===== src/rtl/scanner_pkg.sv =====
// Shared widths, default frame geometry and state encodings for the laser line finder.
package scanner_pkg;
    localparam int H_ACTIVE_DEF = 640;
    localparam int V_ACTIVE_DEF = 480;
    localparam int SCORE_W      = 9;
    localparam int COORD_W      = 10;
    localparam int PIX_W        = 8;

    typedef enum logic {IDLE, SCAN} scan_state_t;
    typedef enum logic [1:0] {EMIT_IDLE, EMIT_HIGH, EMIT_LOW} emit_state_t;
endpackage


===== src/rtl/point_pulse_gen.sv =====
// Point emitter: latches x/y, holds the pulse high then low for PULSE_CYCLES each, and
// flags any point that arrives while it is busy.
module point_pulse_gen
    import scanner_pkg::*;
#(
    parameter int PULSE_CYCLES = 4
) (
    input  logic               clk,
    input  logic               reset,
    input  logic               start,
    input  logic [COORD_W-1:0] x_in,
    input  logic [COORD_W-1:0] y_in,
    output logic [COORD_W-1:0] x,
    output logic [COORD_W-1:0] y,
    output logic               pulse,
    output logic               drop
);
    localparam int CNT_W = $clog2(PULSE_CYCLES + 1);
    localparam logic [CNT_W-1:0] CNT_LAST = CNT_W'(PULSE_CYCLES - 1);

    emit_state_t        state_d, state_q;
    logic [CNT_W-1:0]   cnt_d, cnt_q;
    logic [COORD_W-1:0] x_d, x_q, y_d, y_q;
    logic               pulse_d, pulse_q;

    always_comb begin
        state_d = state_q;
        cnt_d   = cnt_q;
        x_d     = x_q;
        y_d     = y_q;
        drop    = 1'b0;
        case (state_q)
            EMIT_IDLE: begin
                if (start) begin
                    state_d = EMIT_HIGH;
                    cnt_d   = '0;
                    x_d     = x_in;
                    y_d     = y_in;
                end
            end
            EMIT_HIGH, EMIT_LOW: begin
                drop = start;
                if (cnt_q == CNT_LAST) begin
                    state_d = (state_q == EMIT_HIGH) ? EMIT_LOW : EMIT_IDLE;
                    cnt_d   = '0;
                end else begin
                    cnt_d = cnt_q + CNT_W'(1);
                end
            end
            default: state_d = EMIT_IDLE;
        endcase
        // Registered pulse so the writer sees a clean flop output.
        pulse_d = (state_d == EMIT_HIGH);
    end

    always_ff @(posedge clk or negedge reset) begin
        if (!reset) begin
            state_q <= EMIT_IDLE;
            cnt_q   <= '0;
            x_q     <= '0;
            y_q     <= '0;
            pulse_q <= 1'b0;
        end else begin
            state_q <= state_d;
            cnt_q   <= cnt_d;
            x_q     <= x_d;
            y_q     <= y_d;
            pulse_q <= pulse_d;
        end
    end

    assign x     = x_q;
    assign y     = y_q;
    assign pulse = pulse_q;
endmodule


===== src/rtl/laser_line_finder.sv =====
// Laser line finder: per-row red-minus-green peak search feeding a stretched point pulse.
// Define LASER_WIDTH_FILTER_EN to suppress rows whose above-threshold run is wider than MAX_WIDTH.
module laser_line_finder
    import scanner_pkg::*;
#(
    parameter int H_ACTIVE     = H_ACTIVE_DEF,
    parameter int V_ACTIVE     = V_ACTIVE_DEF,
    parameter int THRESH       = 40,
    parameter int PULSE_CYCLES = 4,
    parameter int MAX_WIDTH    = 24
) (
    input  logic               clk,
    input  logic               reset,
    input  logic               scan_enable,
    input  logic               pixel_valid,
    input  logic [COORD_W-1:0] hcount,
    input  logic [COORD_W-1:0] vcount,
    input  logic [PIX_W-1:0]   red,
    input  logic [PIX_W-1:0]   green,
    output logic [COORD_W-1:0] x,
    output logic [COORD_W-1:0] y,
    output logic               point_ready_pulse,
    output logic               frame_done,
    output logic [7:0]         dropped_count
);
    localparam logic [COORD_W-1:0] ROW_LAST   = COORD_W'(H_ACTIVE - 1);
    localparam logic [COORD_W-1:0] FRAME_LAST = COORD_W'(V_ACTIVE - 1);
    localparam logic [SCORE_W-1:0] THRESH_S   = SCORE_W'(THRESH);

    if (PULSE_CYCLES < 1 || MAX_WIDTH < 1) begin : g_param_check
        $error("PULSE_CYCLES and MAX_WIDTH must be positive");
    end

    function automatic logic [SCORE_W-1:0] clamp_score(input logic [PIX_W-1:0] r,
                                                       input logic [PIX_W-1:0] g);
        logic signed [SCORE_W:0] diff;
        diff = $signed({2'b00, r}) - $signed({2'b00, g});
        clamp_score = diff[SCORE_W] ? '0 : diff[SCORE_W-1:0];
    endfunction

    function automatic logic [7:0] sat_inc8(input logic [7:0] v);
        sat_inc8 = (v == 8'hFF) ? v : v + 8'd1;
    endfunction

    logic               vld_p1_d, vld_p1_q, scan_en_p1_d, scan_en_p1_q;
    logic [COORD_W-1:0] hcount_p1_d, hcount_p1_q, vcount_p1_d, vcount_p1_q;
    logic [PIX_W-1:0]   red_p1_d, red_p1_q, green_p1_d, green_p1_q;

    // Stage 1: input capture
    always_comb begin
        vld_p1_d     = pixel_valid;
        scan_en_p1_d = scan_enable;
        hcount_p1_d  = hcount;
        vcount_p1_d  = vcount;
        red_p1_d     = red;
        green_p1_d   = green;
    end

    scan_state_t        scan_d, scan_q;
    logic [SCORE_W-1:0] score, peak_d, peak_q;
    logic [COORD_W-1:0] peak_x_d, peak_x_q, row_y_p2_d, row_y_p2_q;
    logic               frame_start, active, row_end, clear;
    logic               row_end_p2_d, row_end_p2_q, last_row_p2_d, last_row_p2_q;

    // Stage 2: score, frame tracking and running row peak
    always_comb begin
        score       = clamp_score(red_p1_q, green_p1_q);
        frame_start = vld_p1_q && (hcount_p1_q == '0) && (vcount_p1_q == '0);
        active      = vld_p1_q && (frame_start ? scan_en_p1_q : (scan_q == SCAN));
        row_end     = active && (hcount_p1_q == ROW_LAST);
        scan_d      = scan_q;
        if (frame_start) begin
            scan_d = scan_en_p1_q ? SCAN : IDLE;
        end else if (row_end && (vcount_p1_q == FRAME_LAST)) begin
            scan_d = IDLE;
        end
        // A frame start also throws away any partial row from a short frame.
        clear    = row_end_p2_q || frame_start;
        peak_d   = clear ? '0 : peak_q;
        peak_x_d = clear ? '0 : peak_x_q;
        if (active && (score > peak_d)) begin
            peak_d   = score;
            peak_x_d = hcount_p1_q;
        end
        row_end_p2_d  = row_end;
        row_y_p2_d    = vcount_p1_q;
        last_row_p2_d = (vcount_p1_q == FRAME_LAST);
    end

    logic width_ok;
`ifdef LASER_WIDTH_FILTER_EN
    logic [COORD_W-1:0] width_d, width_q;

    always_comb begin
        width_d = clear ? '0 : width_q;
        if (active && (score >= THRESH_S) && (width_d != '1)) begin
            width_d = width_d + COORD_W'(1);
        end
        width_ok = (width_q <= COORD_W'(MAX_WIDTH));
    end

    always_ff @(posedge clk or negedge reset) begin
        if (!reset) begin
            width_q <= '0;
        end else begin
            width_q <= width_d;
        end
    end
`else
    assign width_ok = 1'b1;
`endif

    logic       emit_start, drop, frame_done_d, frame_done_q;
    logic [7:0] dropped_d, dropped_q;

    // Stage 3: row decision, frame strobe and drop accounting
    always_comb begin
        emit_start   = row_end_p2_q && (peak_q >= THRESH_S) && width_ok;
        frame_done_d = row_end_p2_q && last_row_p2_q;
        dropped_d    = drop ? sat_inc8(dropped_q) : dropped_q;
    end

    always_ff @(posedge clk) begin
        scan_en_p1_q  <= scan_en_p1_d;
        hcount_p1_q   <= hcount_p1_d;
        vcount_p1_q   <= vcount_p1_d;
        red_p1_q      <= red_p1_d;
        green_p1_q    <= green_p1_d;
        row_y_p2_q    <= row_y_p2_d;
        last_row_p2_q <= last_row_p2_d;
    end

    always_ff @(posedge clk or negedge reset) begin
        if (!reset) begin
            vld_p1_q     <= 1'b0;
            scan_q       <= IDLE;
            peak_q       <= '0;
            peak_x_q     <= '0;
            row_end_p2_q <= 1'b0;
            frame_done_q <= 1'b0;
            dropped_q    <= '0;
        end else begin
            vld_p1_q     <= vld_p1_d;
            scan_q       <= scan_d;
            peak_q       <= peak_d;
            peak_x_q     <= peak_x_d;
            row_end_p2_q <= row_end_p2_d;
            frame_done_q <= frame_done_d;
            dropped_q    <= dropped_d;
        end
    end

    point_pulse_gen #(
        .PULSE_CYCLES(PULSE_CYCLES)
    ) u_emit (
        .clk  (clk),
        .reset(reset),
        .start(emit_start),
        .x_in (peak_x_q),
        .y_in (row_y_p2_q),
        .x    (x),
        .y    (y),
        .pulse(point_ready_pulse),
        .drop (drop)
    );

    assign frame_done    = frame_done_q;
    assign dropped_count = dropped_q;
endmodule


===== config.mk =====
export PLATFORM = sky130hd
export DESIGN_NAME = laser_line_finder
export DESIGN_NICKNAME = d
export VERILOG_FILES = /design/src/rtl/scanner_pkg.sv /design/src/rtl/point_pulse_gen.sv /design/src/rtl/laser_line_finder.sv
export SDC_FILE = /design/constraint.sdc
export NUM_CORES = 1
export LEC_CHECK = 0
export CAP_MARGIN = 20
export CORE_MARGIN = 10
export CORE_UTILIZATION = 30
export CTS_CLUSTER_SIZE = 24
export DETAILED_ROUTE_END_ITERATION = 10
export PLACE_DENSITY = 0.53
export SKIP_CTS_REPAIR_TIMING = 1
export SYNTH_ARGS = -nofsm -noshare
export SYNTH_HDL_FRONTEND = slang
export SYNTH_SLANG_ARGS = --single-unit

===== constraint.sdc =====
create_clock -name clk -period 4.4 [get_ports clk]
set_clock_uncertainty 0.2 [all_clocks]
set_input_delay 0.44 -clock clk [delete_from_list [all_inputs] [get_ports clk]]
set_output_delay 0.44 -clock clk [all_outputs]
set_load 0.02 [all_outputs]

==> results of run 1 <==
## sequential cells by signal (all words and copies together), names as in the netlist, 2 cells and up
register	cells
green_p1_q	8
u_emit.x	10
peak_q	9
red_p1_q	8
row_y_p2_q	10
u_emit.state_q	2
hcount_p1_q	10
u_emit.cnt_q	3
row_y_p2_d	10
u_emit.y	10
peak_x_q	10
dropped_count	8
## metal layers
layer  global-route usage (%)  up-vias  routed length, um
met5                        0        -                  0
met2                     14.3       52               3910
li1                         -     1325                  -
met1                     12.0     1268               3920
met4                     5.56        0                199
met3                     2.33       12                402
## final cells by class
cell class	count	area, um^2	share of cell area [%]
Sequential cell	105	2390	44.9
Multi-Input combinational cell	196	1590	29.9
Clock buffer	10	229	4.31
Tap cell	176	220	4.14
Timing Repair Buffer	74	729	13.7
Clock inverter	6	46.3	0.871
Inverter	31	116	2.19
## worst max-delay path: stages (launching register included)
cell and delay (ns):
dfxtp_1 0.31, inv_1 0.04, ha_1 0.32, nor2b_1 0.16
o31a_1 0.27, o21a_1 0.21, o41ai_2 0.47, nand2b_1 0.21
inv_1 0.05, ha_1 0.30, nand4_1 0.11, o21a_1 0.21
and3_1 0.19, o22ai_2 0.35, buf_4 0.30, mux2i_1 0.22
## where the power goes
part	internal (mW)	switching [mW]	total, mW
clock network	0.392	0.364	0.756
logic	0.0749	0.0657	0.141
registers	0.981	0.0147	0.996
## through the flow
stage | instances | setup WS, ns | power (mW) | area, um^2 | hold slack [ns]
2_1_floorplan | 338 | 0.908 | 1.09 | 4130 | -0.0556
3_3_place_gp | 580 | 0.507 | 1.16 | 5020 | 0.165
3_5_place_dp | 580 | 0.407 | 1.16 | 5020 | 0.165
4_1_cts | 596 | 0.369 | 1.93 | 5300 | -0.147
5_1_grt | 598 | 0.0735 | 1.99 | 5320 | 0.187
6_report | 598 | 0.411 | 1.89 | 5320 | 0.170
## cell usage in the layout, fill, tap and decap left out, types with 5 or more instances in the layout
master	synthesis	layout
xnor2_1	5	5
clkdlybuf4s50_1	0	68
clkbuf_16	0	9
nand4_1	9	9
ha_1	21	21
inv_1	31	31
a21oi_1	5	5
nand2b_1	6	6
o21a_1	5	5
mux2_2	21	21
dfrtp_1	57	57
nand3_1	5	5
nor2_1	16	16
mux2i_1	20	20
nand2_1	23	23
o21ai_0	11	11
dfxtp_1	48	48
## worst max-delay path by stage
stage                             end  cells after the start
after floorplan             peak_q[1]                     15
after global placement    peak_x_q[3]                     16
after detailed placement  peak_x_q[5]                     15
after CTS                 peak_x_q[5]                     15
after global routing      peak_x_q[5]                     17
final                     peak_x_q[5]                     15
## cells by family (layout without fill, tap and decap cells)
| logic type | count (synthesis) | after routing | share of synthesized area [%] |
|---|---|---|---|
| xor gates and xnor gates | 8 | 8 | 1.70 |
| AOI/OAI and AO/OA | 39 | 39 | 6.72 |
| buffers and inverters | 37 | 121 | 3.94 |
| adders and majority gates | 22 | 22 | 6.84 |
| muxes | 42 | 42 | 10.9 |
| and+or+nand+nor | 85 | 85 | 12.1 |
| DFF | 105 | 105 | 57.8 |
==> results.yml, run 1 <==
status:
  status: "complete, no violations"
layout:
  n_antenna_cell: 0
  area_growth_syn_to_layout_pct: 28.7
  finish.utilization_pct: 39.8
  finalNetCount: 479
  drive_gt1_share_pct: 11.8
  fillers: 1315
cts:
  cts_htree_levels: 3
  cts.sinks: 105
  cts_buffers: 9
  clk_latency_ns: 0.35
  cts_buffer_depth: 2
  cts_tree: "yes"
  cts_root_buf: "clkbuf_16"
  clk_pin_slew_ns: 0.07
worst_setup_path:
  rrSetupSlack_ns: 0.41
  arrival_ns: 4.05
  criticalPathCategory: "flop to flop"
  start_kind: "flop"
  r2r-start: "green_p1_q[2]"
  cp.required_ns: 4.46
  end_kind: "flop"
  cp_max_fo: 10
  r2r_end: "peak_x_q[5]"
  cp-startpoint: "green_p1_q[2]"
  r2r_cells: 15
detailed_routing:
  dr.pass1.iters: 4
  drt_iter0_drc: 104
  wl_per_cell_um: 14.1
  avgViaCountPerCell: 4.44
  vias: 2657
  antenna_left: 0
  drc_errors: 0
  wirelength_um: 8430
yosys:
  synthesis.area_um2: 4130
  synth_largest_area_cell: "dfrtp_1"
  syn_avg_cell_area_um2: 12.2
  yosys.area.top_type_share_pct: 34.5
  ys_warn_count: 0
  synth_flop_cell: "dfrtp_1"
  synth-seq-area-share_pct: 57.8
  synthArstFlopShare_pct: 54.3
  syn-num-nets: 400
  synth-seq-cells: 105
  synth.area.top_cells: "dfrtp_1 35%, dfxtp_1 23%, ha_1 6.4%"
  syn_inst: 338
  synth_common_cells: "57 x dfrtp_1, 48 x dfxtp_1, 31 x inv_1, 23 x nand2_1"
  synth.most_common_cell: "dfrtp_1"
  synth_cell_types: 45
  synth_edf_count: 0
die:
  coreArea_um2: 13300
  die_h_um: 137
  die_x_um: 137
  ioPinCount: 70
  fp-row-count: 42
  start_util_pct: 31.0
  dieArea_um2: 18900
sta:
  relSlewSlack_pct: 42.0
  slew_viol_final: 0
  setup_violations: 0
  rsz0062_at_grt: "false"
  hold_viol: 0
  layout_worst_path_cycle_share_pct: 90.7
  max_freq_ghz: 0.251
  tns_ns: 0
  fin_crit_ns: 3.99
  worst-slew-pin-transition_ns: 0.867
power:
  power_density_nw_per_um2: 356
  vdd_ir_drop_max_mv: 0.160
  leakagePower_nw: 2.57
worst_hold_path:
  holdPathStages: 0
  hold-path-endpoint: "row_y_p2_q[1]"
  hp-start: "row_y_p2_d[1]"
  hp-class: "flop to flop"
placement:
  hpwl_um: 6450
  portBuffers: 69
  place.gp.congestion: 0.753
flow_run:
  drv_cap: 0
global_routing:
  antenna_found_initial: 0
  grt_pass1_wl_um: 14000
  grt_max_degree: 38
  track_usage_pct: 9.45
  grt_pass1_vias: 2805
  grt_overflow: 0
(Power assumes the default switching activity.)
==> run 2: changes to the inputs <==
clock period = 4.8 ns   (was 4.4 ns; I/O delays follow)
==> run 2 against run 1 <==
Net effect: non-clock buffer count shrank 2; via count up 0.68%; final area up 0.24%; clock power is 3.6% lower; sequential share of layout area fell by 0.11 points; die area stayed put; critical path type unchanged; largest cell class unchanged; largest power group unchanged.
==> results.yml, run 2 (synthesized netlist as in run 1, its figures left out) <==
power:
  vdd_ir_drop_max_mv: 0.224
  leakagePower_nw: 2.58
  total_power_mw: 1.77
  power_density_nw_per_um2: 332
sta:
  fin_ws_ns: 0.701
  setup_violations: 0
  slew_viol_final: 0
  hold_viol: 0
  tns_ns: 0
  fin_crit_ns: 4.10
  worst-slew-pin-transition_ns: 0.842
  rsz0062_at_grt: "false"
  max_freq_ghz: 0.244
  layout_worst_path_cycle_share_pct: 85.4
  relSlewSlack_pct: 43.7
worst_setup_path:
  rrSetupSlack_ns: 0.70
  arrival_ns: 4.16
  cp.required_ns: 4.86
  r2r_end: "peak_x_q[4]"
  cp_max_fo: 12
  cp-startpoint: "green_p1_q[2]"
  r2r-start: "green_p1_q[2]"
  criticalPathCategory: "flop to flop"
  r2r_cells: 15
  start_kind: "flop"
  end_kind: "flop"
flow_run:
  drv_cap: 0
global_routing:
  antenna_found_initial: 0
  grt_pass1_wl_um: 13800
  track_usage_pct: 9.23
  grt_pass1_vias: 2796
  grt_max_degree: 58
  grt_overflow: 0
die:
  die_x_um: 137
  dieArea_um2: 18900
  fp-row-count: 42
  coreArea_um2: 13300
  die_h_um: 137
  start_util_pct: 31.0
  ioPinCount: 70
detailed_routing:
  antenna_left: 0
  dr.pass1.iters: 4
  drc_errors: 0
  vias: 2675
  avgViaCountPerCell: 4.49
  wl_per_cell_um: 14.0
  drt_iter0_drc: 112
  wirelength_um: 8360
layout:
  final_common_cell: "clkdlybuf4s50_1"
  fillers: 1301
  finalNetCount: 477
  mostFrequentLayoutCells: "68 x clkdlybuf4s50_1, 57 x dfrtp_1, 48 x dfxtp_1"
  n_antenna_cell: 0
  drive_gt1_share_pct: 11.9
  area_growth_syn_to_layout_pct: 29.0
cts:
  clk_latency_ns: 0.34
  cts.sinks: 105
  cts_buffers: 9
  cts_htree_levels: 3
  clk_pin_slew_ns: 0.07
  cts_tree: "yes"
  cts_buffer_depth: 2
  cts_root_buf: "clkbuf_16"
worst_hold_path:
  hp-class: "primary input to asynchronous set/reset pin"
placement:
  place.gp.congestion: 0.769
  hpwl_um: 6430
  dp_worst_setup_slack_ns: 0.705
  portBuffers: 69
status:
  status: "complete, no violations"
run 2: changes by cell type in the layout (fill, tap and decap cells not counted), sizes merged:
cell / before / now
clkinv: 1 / 4
inv: 36 / 34
buf: 5 / 4
clkbuf: 10 / 9
dlygate4sd3: 1 / 0
run 2: worst max-delay path: stages (launching register included):
cell and delay [ns]:
dfxtp_1 0.31, inv_1 0.04, ha_1 0.31, nor2b_1 0.16, o31a_1 0.28, o21a_1 0.22, o41ai_2 0.48, a211o_1 0.21
inv_1 0.05, ha_1 0.29, nand4_1 0.10, o21a_1 0.20, and3_1 0.18, o22ai_2 0.41, buf_4 0.34, mux2i_1 0.23
run 2: worst max-delay path by stage:
stage | slack, ns | end
after detailed placement | 0.71 | peak_x_q[4]
after global routing | 0.30 | peak_x_q[1]
final | 0.70 | peak_x_q[4]
after global placement | 0.78 | peak_x_q[3]
after floorplan | 1.31 | peak_q[1]
after CTS | 0.67 | peak_x_q[4]
run 2: stage by stage:
| stage | cells | area, um^2 | hold WS (ns) | util (%) |
|---|---|---|---|---|
| final | 596 | 5330 | 0.0637 | 39.9 |
| after global placement | 579 | 5010 | 0.165 | 37.6 |
| after detailed placement | 579 | 5010 | 0.164 | 37.6 |
| after global routing | 596 | 5330 | 0.146 | 39.9 |
| after CTS | 595 | 5320 | 0.120 | 39.9 |
| after floorplan | 338 | 4130 | -0.0156 | - |
run 2: report_power, final:
part / switching, mW / total (mW) / internal, mW / leakage (nW)
combinational: 0.0604 / 0.129 / 0.0684 / 1.23
clock: 0.355 / 0.729 / 0.374 / 0.151
sequential: 0.0133 / 0.913 / 0.899 / 1.20
total: 0.429 / 1.77 / 1.34 / 2.58
run 2: per-layer routing:
metal | GRT usage [%] | up-vias | wire (um)
li1 | - | 1324 | -
met1 | 11.6 | 1291 | 3840
met2 | 14.3 | 54 | 3970
met3 | 2.95 | 6 | 437
met4 | 3.69 | 0 | 102
met5 | 0 | - | 0
run 2: layout make-up:
cell class | instances | area (um^2) | share of cell area, %
Inverter | 31 | 116 | 2.18
Sequential cell | 105 | 2390 | 44.8
Timing Repair Buffer | 72 | 708 | 13.3
Clock buffer | 9 | 225 | 4.23
Multi-Input combinational cell | 196 | 1590 | 29.8
Clock inverter | 7 | 83.8 | 1.57
Tap cell | 176 | 220 | 4.13
==> RTL edit: new RTL, flow settings as in run 2 <==
Set the package constant `COORD_W` to 5 (it was 10).
--- a/src/rtl/scanner_pkg.sv
+++ b/src/rtl/scanner_pkg.sv
@@ -3,7 +3,7 @@
     localparam int H_ACTIVE_DEF = 640;
     localparam int V_ACTIVE_DEF = 480;
     localparam int SCORE_W      = 9;
-    localparam int COORD_W      = 10;
+    localparam int COORD_W      = 5;
     localparam int PIX_W        = 8;
 
     typedef enum logic {IDLE, SCAN} scan_state_t;
Interface: changed (resized hcount, vcount, x and y); port bits go from 70 to 50. The function was not compared with the original's and may differ.
==> RTL edit against run 2 <==
  * Area after synthesis shrank 24%
  * Setup slack got worse by 0.028 ns
  * Synthesized cell count decreased by 21%
  * Hold slack worse by 0.0040 ns
  * Final area decreased by 25%
  * Power shrank 27%
  * Routed wire length fell by 27%
  * Sequential cell count fell by 30
==> RTL edit: results (changes against run 2) <==
Parameter                              Value

Logic synthesis
  Mux share of post-synthesis cell area ... 5.55% (-5.4 points)
  Leading post-synthesis cells by cell area ... sky130_fd_sc_hd__dfrtp_1 (34%), sky130_fd_sc_hd__dfxtp_1 (21%), sky130_fd_sc_hd__ha_1 (8.4%), sky130_fd_sc_hd__mux2_2 (4.0%), sky130_fd_sc_hd__nand2_1 (2.0%)
  Fraction of registers with async set/reset ... 56.0% (+1.7 points)
  List of most frequent post-synthesis cells ... sky130_fd_sc_hd__dfrtp_1 (42), sky130_fd_sc_hd__dfxtp_1 (33), sky130_fd_sc_hd__ha_1 (21)
  Area fraction in compound gates after synthesis ... 12.1% (+5.4 points)
  Xor and xnor fraction of the mapped netlist area ... 2.51% (+0.82 points)
  Post-synthesis cell type count ... 52 (+16%)
  Instance count of the mapped netlist ... 267 (-21%)

Global route
  Global-route track usage on met1 ... 9.71% (-1.9 points)
  Via count of the first global-routing pass ... 2229 (-20%)
  First-pass GRT wire length ... 10200 microns (-26%)
  GR Layer Usage met3 ... 2.85% (-0.10 points)
  Maximum number of pins on one net before global-route repair ... 43 (-26%)
  Met2 Resource Use GR ... 14.0% (-0.37 points)

Run status
  Result of the run ... finished, final reports clean

Cells and area
  Number of nets in the final layout ... 376 (-21%)
  Post-route insts no fill ... 465 (-22%)
  Ratio of cells with drive above 1 in the final layout ... 11.6% (-0.35 points)
  Final-layout fill cell count ... 990 (-24%)

Timing
  Rel. slew slack ... 38.3% (-5.4 points)
  FMAX ... 0.242 GHz (-0.68%)
  Worst hold slack across all endpoints ... 0.0596 ns (-0.00404 ns)

Critical path
  Worst R2R Setup Slack ... 0.67 ns (-0.03 ns)
  Logic depth of the worst register-to-register path ... 14 (-1)

Placement
  Setup slack after placement ... 0.694 ns (-0.0114 ns)
  HPWL after DPL ... 4610 microns (-28%)
  Placed Instance Area ... 0.00376 sq mm (-25%)
  # port buffers ... 49 (-29%)

Drt
  Vias after detailed routing ... 2119 (-21%)
  Number of DRC markers in iteration 0 ... 67 (-40%)
  Average detailed-routed wire length per instance ... 13.2 microns (-6.2%)

Power and ir drop
  Net switching power figure ... 0.000315 W (-27%)
  Sequential logic power ... 0.000659 W (-28%)
  Total power per unit cell area ... 325 mW/mm^2 (-2.2%)
  Leakage power of the design ... 1.76 nW (-32%)

CTS
  Clock transition time at the flip-flop clock pins of the worst setup and hold paths ... 0.09 ns (+0.02 ns)
  Root Buffer ... sky130_fd_sc_hd__clkbuf_8
==> RTL edit: critical path: stages (launching register included) <==
cell                       delay, ns
sky130_fd_sc_hd__dfxtp_1        0.32
sky130_fd_sc_hd__inv_1          0.04
sky130_fd_sc_hd__ha_1           0.22
sky130_fd_sc_hd__fa_1           0.38
sky130_fd_sc_hd__nor2b_1        0.20
sky130_fd_sc_hd__o31a_1         0.22
sky130_fd_sc_hd__or3b_2         0.45
sky130_fd_sc_hd__a21boi_0       0.15
sky130_fd_sc_hd__inv_1          0.08
sky130_fd_sc_hd__ha_1           0.25
sky130_fd_sc_hd__a2111o_1       0.43
sky130_fd_sc_hd__nor3_1         0.39
sky130_fd_sc_hd__nor4b_4        0.10
sky130_fd_sc_hd__nor3_2         0.42
sky130_fd_sc_hd__a22o_1         0.21
==> RTL edit: per-layer routing <==
layer	part of all wire, %	up-vias
li1	-	1060
met1	44	1019
met2	50	31
met3	4.2	9
met4	2.0	0
met5	0	-
==> RTL edit: kinds of logic (layout without fill, tap and decap cells) <==
| kind of cell | Yosys count | count (layout) |
|---|---|---|
| adder cells (fa/ha/maj) | 22 | 22 |
| AO/OA/AOI/OAI | 50 | 50 |
| XOR/XNOR | 9 | 9 |
| flip-flops | 75 | 75 |
| AND/OR/NAND/NOR | 76 | 76 |
| multiplexers | 16 | 16 |
| buffers and inverters | 19 | 81 |
==> RTL edit: layout make-up <==
type / count / area [sq um] / share of cell area (%)
clock buffer: 10 / 138 / 3.46
tap: 136 / 170 / 4.28
sequential: 75 / 1710 / 43.1
timing repair buffer: 49 / 485 / 12.2
inverter: 16 / 60.1 / 1.51
multi-input combinational: 173 / 1340 / 33.6
clock inverter: 6 / 71.3 / 1.80
